--- config.mk ---
export PLATFORM = sky130hd
export DESIGN_NAME = mc_ctrl
export DESIGN_NICKNAME = d
export VERILOG_FILES = /design/src/rtl/mc_pkg.sv /design/src/rtl/mc_decode.sv /design/src/rtl/mc_ctrl.sv
export SDC_FILE = /design/constraint.sdc
export NUM_CORES = 1
export LEC_CHECK = 0
export CORE_MARGIN = 4
export CORE_UTILIZATION = 44
export DETAILED_ROUTE_END_ITERATION = 7
export PLACE_DENSITY = 0.88
export SLEW_MARGIN = 20
export SYNTH_ARGS = -nofsm -noshare
export SYNTH_HDL_FRONTEND = slang
export SYNTH_SLANG_ARGS = --single-unit
--- constraint.sdc ---
create_clock -name clk -period 2.5 [get_ports clk]
set_input_delay 0.5 -clock clk [delete_from_list [all_inputs] [get_ports clk]]
set_output_delay 0.5 -clock clk [all_outputs]
set_load 0.05 [all_outputs]
--- src/rtl/mc_pkg.sv ---
// rtl/mc_pkg.sv - shared encodings for the multicycle control unit
package mc_pkg;

  typedef enum logic [2:0] {
    S_IDLE = 3'd0,
    S_IF   = 3'd1,
    S_ID   = 3'd2,
    S_EXE  = 3'd3,
    S_MEM  = 3'd4,
    S_WB   = 3'd5
  } state_t;

  localparam logic [2:0] ALU_ADD  = 3'b000;
  localparam logic [2:0] ALU_SUB  = 3'b001;
  localparam logic [2:0] ALU_OR   = 3'b010;
  localparam logic [2:0] ALU_SLT  = 3'b011;
  localparam logic [2:0] ALU_ADDO = 3'b100;
  localparam logic [2:0] ALU_LUI  = 3'b101;
  localparam logic [2:0] ALU_GTZ  = 3'b110;

  localparam logic [5:0] OP_RTYPE = 6'b000000;
  localparam logic [5:0] OP_J     = 6'b000010;
  localparam logic [5:0] OP_JAL   = 6'b000011;
  localparam logic [5:0] OP_BEQ   = 6'b000100;
  localparam logic [5:0] OP_BGTZ  = 6'b000111;
  localparam logic [5:0] OP_ADDI  = 6'b001000;
  localparam logic [5:0] OP_ORI   = 6'b001101;
  localparam logic [5:0] OP_LUI   = 6'b001111;
  localparam logic [5:0] OP_LW    = 6'b100011;
  localparam logic [5:0] OP_SW    = 6'b101011;

  localparam logic [5:0] F_JR   = 6'b001000;
  localparam logic [5:0] F_ADDU = 6'b100001;
  localparam logic [5:0] F_SUBU = 6'b100011;
  localparam logic [5:0] F_SLT  = 6'b101010;

  localparam logic [1:0] EXT_ZERO  = 2'b00;
  localparam logic [1:0] EXT_SIGN  = 2'b01;
  localparam logic [1:0] EXT_UPPER = 2'b10;

  localparam logic [1:0] DST_RT = 2'b00;
  localparam logic [1:0] DST_RD = 2'b01;
  localparam logic [1:0] DST_RA = 2'b10;

  localparam logic [1:0] WB_ALU = 2'b00;
  localparam logic [1:0] WB_MEM = 2'b01;
  localparam logic [1:0] WB_PC4 = 2'b10;

  localparam logic [1:0] NPC_PC4 = 2'b00;
  localparam logic [1:0] NPC_BR  = 2'b01;
  localparam logic [1:0] NPC_J   = 2'b10;
  localparam logic [1:0] NPC_RS  = 2'b11;

  typedef struct packed {
    logic addu;
    logic subu;
    logic slt;
    logic jr;
    logic ori;
    logic addi;
    logic lui;
    logic lw;
    logic sw;
    logic beq;
    logic bgtz;
    logic j;
    logic jal;
    logic ill;
  } instr_cls_t;

endpackage

--- src/rtl/mc_decode.sv ---
// rtl/mc_decode.sv - combinational op/funct to one-hot instruction class
module mc_decode
  import mc_pkg::*;
(
  input  logic [5:0] i_op,
  input  logic [5:0] i_funct,
  output instr_cls_t o_cls
);

  always_comb begin
    o_cls = '0;
    case (i_op)
      OP_RTYPE: begin
        case (i_funct)
          F_ADDU:  o_cls.addu = 1'b1;
          F_SUBU:  o_cls.subu = 1'b1;
          F_SLT:   o_cls.slt  = 1'b1;
          F_JR:    o_cls.jr   = 1'b1;
          default: o_cls.ill  = 1'b1;
        endcase
      end
      OP_J:    o_cls.j    = 1'b1;
      OP_JAL:  o_cls.jal  = 1'b1;
      OP_BEQ:  o_cls.beq  = 1'b1;
      OP_BGTZ: o_cls.bgtz = 1'b1;
      OP_ADDI: o_cls.addi = 1'b1;
      OP_ORI:  o_cls.ori  = 1'b1;
      OP_LUI:  o_cls.lui  = 1'b1;
      OP_LW:   o_cls.lw   = 1'b1;
      OP_SW:   o_cls.sw   = 1'b1;
      default: o_cls.ill  = 1'b1;
    endcase
  end

endmodule

--- src/rtl/mc_ctrl.sv ---
// rtl/mc_ctrl.sv - multicycle FSM sequencing IF/ID/EXE/MEM/WB with retired count
module mc_ctrl
  import mc_pkg::*;
#(
  parameter int CNT_W = 32
) (
  input  logic             clk,
  input  logic             rst_n,
  input  logic [5:0]       op,
  input  logic [5:0]       funct,
  input  logic             zero,
  input  logic             overflow,
  input  logic             condition,
  output logic             pc_wr,
  output logic             ir_wr,
  output logic [1:0]       npc_op,
  output logic             alu_src,
  output logic [2:0]       alu_op,
  output logic [1:0]       ext_op,
  output logic             reg_wr,
  output logic [1:0]       reg_dst,
  output logic [1:0]       wb_sel,
  output logic             mem_wr,
  output logic             illegal,
  output logic             ov_trap,
  output logic [2:0]       state,
  output logic [CNT_W-1:0] instr_cnt
);

  state_t           r_state;
  state_t           w_next;
  logic             r_ov_q;
  logic [CNT_W-1:0] r_instr_cnt;
  instr_cls_t       w_cls;
  logic             w_rtype;
  logic             w_retire;

  mc_decode u_decode (
    .i_op    (op),
    .i_funct (funct),
    .o_cls   (w_cls)
  );

  assign w_rtype   = w_cls.addu | w_cls.subu | w_cls.slt;
  assign w_retire  = (r_state != S_IDLE) && (r_state != S_IF) && (w_next == S_IF);
  assign state     = r_state;
  assign instr_cnt = r_instr_cnt;

  always_ff @(posedge clk or negedge rst_n) begin
    if (!rst_n) begin
      r_state     <= S_IDLE;
      r_ov_q      <= 1'b0;
      r_instr_cnt <= '0;
    end else begin
      r_state <= w_next;
      if (r_state == S_EXE)
        r_ov_q <= w_cls.addi & overflow;
      else if (r_state == S_WB)
        r_ov_q <= 1'b0;
      if (w_retire)
        r_instr_cnt <= r_instr_cnt + {{(CNT_W-1){1'b0}}, 1'b1};
    end
  end

  always_comb begin
    w_next  = r_state;
    pc_wr   = 1'b0;
    ir_wr   = 1'b0;
    npc_op  = NPC_PC4;
    alu_src = 1'b0;
    alu_op  = ALU_ADD;
    ext_op  = EXT_ZERO;
    reg_wr  = 1'b0;
    reg_dst = DST_RT;
    wb_sel  = WB_ALU;
    mem_wr  = 1'b0;
    illegal = 1'b0;
    ov_trap = 1'b0;
    case (r_state)
      S_IDLE: w_next = S_IF;
      S_IF: begin
        ir_wr  = 1'b1;
        pc_wr  = 1'b1;
        w_next = S_ID;
      end
      S_ID: begin
        w_next = S_EXE;
        if (w_cls.j) begin
          pc_wr  = 1'b1;
          npc_op = NPC_J;
          w_next = S_IF;
        end else if (w_cls.jal) begin
          pc_wr   = 1'b1;
          npc_op  = NPC_J;
          reg_wr  = 1'b1;
          reg_dst = DST_RA;
          wb_sel  = WB_PC4;
          w_next  = S_IF;
        end else if (w_cls.jr) begin
          pc_wr  = 1'b1;
          npc_op = NPC_RS;
          w_next = S_IF;
        end else if (w_cls.ill) begin
          illegal = 1'b1;
          w_next  = S_IF;
        end
      end
      S_EXE: begin
        w_next = S_WB;
        if (w_cls.subu) begin
          alu_op = ALU_SUB;
        end else if (w_cls.slt) begin
          alu_op = ALU_SLT;
        end else if (w_cls.ori) begin
          alu_src = 1'b1;
          alu_op  = ALU_OR;
        end else if (w_cls.addi) begin
          alu_src = 1'b1;
          alu_op  = ALU_ADDO;
          ext_op  = EXT_SIGN;
        end else if (w_cls.lui) begin
          alu_src = 1'b1;
          alu_op  = ALU_LUI;
          ext_op  = EXT_UPPER;
        end else if (w_cls.lw | w_cls.sw) begin
          alu_src = 1'b1;
          ext_op  = EXT_SIGN;
          w_next  = S_MEM;
        end else if (w_cls.beq) begin
          alu_op = ALU_SUB;
          ext_op = EXT_SIGN;
          pc_wr  = zero;
          npc_op = NPC_BR;
          w_next = S_IF;
        end else if (w_cls.bgtz) begin
          alu_op = ALU_GTZ;
          pc_wr  = condition;
          npc_op = NPC_BR;
          w_next = S_IF;
        end
      end
      S_MEM: begin
        if (w_cls.sw) begin
          mem_wr = 1'b1;
          w_next = S_IF;
        end else begin
          w_next = S_WB;
        end
      end
      S_WB: begin
        reg_wr  = 1'b1;
        reg_dst = w_rtype ? DST_RD : DST_RT;
        wb_sel  = w_cls.lw ? WB_MEM : WB_ALU;
        // a trapped addi must not commit its overflowed sum
        if (w_cls.addi && r_ov_q) begin
          reg_wr  = 1'b0;
          ov_trap = 1'b1;
        end
        w_next = S_IF;
      end
      default: w_next = S_IDLE;
    endcase
  end

endmodule

==> results_tabular.tex <==
\begin{tabular}{lr}
\hline
Metric & Value \\
\hline
\multicolumn{2}{l}{\textbf{Synth}} \\
\quad Fraction of post-synthesis cell area in the top cell type by area & 35.4\% \\
\quad Number of cells produced by synthesis & 258 \\
\quad Async S/R FF share, synth & 100\% \\
\quad Top cell types by occurrence after synthesis & dfrtp\_1, xor2\_1, nand2\_1 \\
\quad Count of yosys warnings during synthesis & 0 \\
\quad Synthesized area divided by synthesized cell count & 9.86 um\^{}2 \\
\quad Register bit count reported by yosys & 36 \\
\quad Number of enable flip-flop cells after synthesis & 0 \\
\quad Most common cell in the netlist & dfrtp\_1 \\
\quad Dominant register cell in the synthesized netlist & dfrtp\_1 \\
\quad Sequential-to-total area share from yosys stat & 35.4\% \\
\quad Post-Synthesis Cell Area & 2540 um\^{}2 \\
\quad Syn Nets & 276 \\
\quad Yosys top cell by area & dfrtp\_1 \\
\quad Cell variety after synth & 53 \\
\quad Biggest area contributors in the synthesized netlist & dfrtp\_1, xor2\_1, a2111oi\_2 \\
\multicolumn{2}{l}{\textbf{Floorplanning}} \\
\quad Number of placement rows & 27 \\
\quad Top-level I/O count & 70 \\
\quad Chip width & 84.0 um \\
\quad Die span in y & 84.0 um \\
\quad DIE AREA & 7060 um\^{}2 \\
\quad Initial Util & 45.9\% \\
\quad Core area & 5540 um\^{}2 \\
\multicolumn{2}{l}{\textbf{CTS}} \\
\quad Post-CTS clock slew at the launch and capture registers of the worst setup and hold paths & 0.06 ns \\
\quad Number of buffers on the longest clock path & 2 \\
\quad Depth of the CTS H-tree & 2 \\
\quad TritonCTS clock tree & done \\
\quad Clk\_lat worst skew & 0.30 ns \\
\quad CTS Root Cell & clkbuf\_8 \\
\quad Clock sinks & 36 \\
\quad Hold buffer count at CTS & 0 \\
\quad TritonCTS Buffers & 5 \\
\multicolumn{2}{l}{\textbf{Setup path}} \\
\quad Category of the critical setup timing path & input port to output pin \\
\quad Data required time of the worst path & 2.00 ns \\
\quad Maximum fanout along the worst path & 3 \\
\quad Sort of element at the start of the critical path & input port \\
\quad Arrival time at the worst endpoint & 2.05 ns \\
\quad Kind of capture point of the worst setup path & output pin \\
\multicolumn{2}{l}{\textbf{Power}} \\
\quad VDD IR max & 0.574 mV \\
\quad Power Density & 907 nW/um\^{}2 \\
\quad Leakage component of the power & 1.60 nW \\
\multicolumn{2}{l}{\textbf{Route}} \\
\quad Number of vias in the routed layout & 2634 \\
\quad Number of DRC violations after detailed-routing iteration 0 & 175 \\
\quad Average routed wire per standard cell & 17.5 um \\
\quad Avg Vias per Cell & 5.80 \\
\quad Antenna-violating nets left & 0 \\
\quad Sum of routed wire length over all layers & 7950 um \\
\quad Total iterations of the first detailed-routing run & 4 \\
\quad Final routed DRC violation total & 0 \\
\multicolumn{2}{l}{\textbf{Timing}} \\
\quad Transition time at the pin with the least slew margin & 0.716 ns \\
\quad Post-Route Skew & 0.0113 ns \\
\quad Headroom to the max-slew limit & 52.2\% \\
\quad Slew Limit Fails & 0 \\
\quad Post-route worst setup slack & -0.0452 ns \\
\quad Number of endpoints failing setup at the final stage & 2 \\
\quad Post-route minimum period & 2.55 ns \\
\quad Hold Violations, Final & 0 \\
\quad Crit share post-route & 102\% \\
\quad RSZ-0062 raised after global routing & yes \\
\quad Highest achievable clock rate & 0.393 GHz \\
\multicolumn{2}{l}{\textbf{Job}} \\
\quad Max-cap viol count & 0 \\
\multicolumn{2}{l}{\textbf{Layout}} \\
\quad Layout Nets & 399 \\
\quad Layout cells sized above 1 & 39.5\% \\
\quad Number of antenna diodes & 0 \\
\quad Area used by sequential logic in the layout & 905 um\^{}2 \\
\quad Area taken by multi-input logic gates & 1730 um\^{}2 \\
\quad Finished Core Util & 76.3\% \\
\quad Filler Cell Count & 362 \\
\quad Area Growth Syn to Fin & 66.2\% \\
\quad Final instance area & 4230 um\^{}2 \\
\multicolumn{2}{l}{\textbf{Global route}} \\
\quad Maximum number of pins on one net before global-route repair & 37 \\
\quad Number of antenna violations at the first check in global routing & 0 \\
\quad GR Util All Layers & 22.1\% \\
\quad First-pass GRT wire length & 12600 um \\
\quad GRT overflow & 0 \\
\quad Via count of the first global-routing pass & 2620 \\
\multicolumn{2}{l}{\textbf{Run status}} \\
\quad Outcome & complete, but fails checks \\
\quad Violated checks & setup timing \\
\multicolumn{2}{l}{\textbf{Placed design}} \\
\quad Total of buffers placed on input and output ports & 69 \\
\quad Sum of net half-perimeters after detailed placement & 5830 um \\
\quad Post-DP Area & 3920 um\^{}2 \\
\quad Gp weighted congestion & 0.872 \\
\multicolumn{2}{l}{\textbf{Hold path}} \\
\quad Class of the worst hold path & flip-flop to flip-flop \\
\hline
\end{tabular}
==> critical path, cell delays in order <==
cell    delay (ns)
buf_6         0.09
buf_6         0.11
nor4_4        0.34
and2_4        0.22
a21o_1        0.17
nor4_2        0.06
or3_4         0.38
buf_8         0.16
==> layout make-up <==
cell class                 instances  share of cell area, %
multi-input combinational        201                   40.9
timing repair buffer             132                   32.9
sequential                        36                   21.4
clock inverter                     2                  0.237
tap                               72                   2.13
clock buffer                       6                   1.95
inverter                           5                  0.444
==> worst paths after layout <==
path                                      end  slack [ns]  cells past startpoint          start
worst max-delay path                    pc_wr       -0.05                      8          op[5]
worst min-delay path            instr_cnt[31]        0.48                      1  instr_cnt[31]
worst max register to register   instr_cnt[1]        0.30                      6       state[1]
worst min register to register  instr_cnt[31]        0.48                      1  instr_cnt[31]
max in group asynchronous            state[0]        1.54                      2          rst_n
min in group asynchronous        instr_cnt[0]        0.62                      2          rst_n
==> sequential cells by signal (all words and copies together), names as in the netlist <==
signal,count
instr_cnt,32
r_ov_q,1
state,3
==> logic make-up after synthesis <==
family	after synthesis	share of synthesized area, %
muxes	2	0.836
and+or+nand+nor	106	23.6
xor gates and xnor gates	33	11.4
adders and majority gates	2	0.934
buffers and inverters	21	4.43
AOI/OAI and AO/OA	58	23.5
DFF	36	35.4
==> metal layers <==
metal	track usage, %	wire, um
met5	0	0
met4	11.1	261
met3	4.74	483
met2	38.3	4190
met1	25.5	3020
==> through the flow <==
stage / cells / worst slack (ns) / setup TNS (ns) / total power, W / hold WS [ns]
floorplan: 258 / -0.463 / -0.728 / 0.00243 / 0.204
global placement: 434 / -0.421 / -12.57 / 0.00322 / 0.455
detailed placement: 434 / -0.468 / -15.01 / 0.00330 / 0.471
CTS: 451 / -0.00000511 / -0.00000511 / 0.00376 / 0.483
global route: 454 / -0.128 / -0.287 / 0.00402 / 0.503
finish: 454 / -0.0452 / -0.0580 / 0.00383 / 0.477
==> where the power goes <==
part	leakage (nW)	switching, W	total [W]	internal [W]
logic	1.17	0.00151	0.00240	0.000891
registers	0.379	0.000258	0.00101	0.000752
clock network	0.0510	0.000207	0.000426	0.000220
total	1.60	0.00197	0.00383	0.00186
==> repair_timing <==
| item | in CTS | in global routing |
|---|---|---|
| endpoints found under the setup margin | 38 | 14 |
| setup buffers | 9 | 3 |
| gates resized for setup | 40 | 18 |
| pin swaps | 10 | 10 |
| cloned | 0 | 0 |
==> layout by cell type (no fill, tap or decap), drive strengths merged, types with 3 or more instances in the layout <==
cell           netlist  final
nor2                13     13
and3                 8      8
and2                 5      5
a211oi              12     12
nor3                 4      4
inv                  5      5
a2111oi             18     18
a31oi                3      3
buf                 12     85
nor2b                3      3
dfrtp               36     36
clkdlybuf4s50        0     39
clkbuf               4      7
xor2                31     31
and4                 4      4
a21oi                8      8
o21ai                4      4
nand4                7      7
nand2b               3      3
nand2               23     23
nand3               17     17
nor4                 7      7
dlygate4sd2          0      5
No activity file was read; power rests on OpenSTA's default activity.
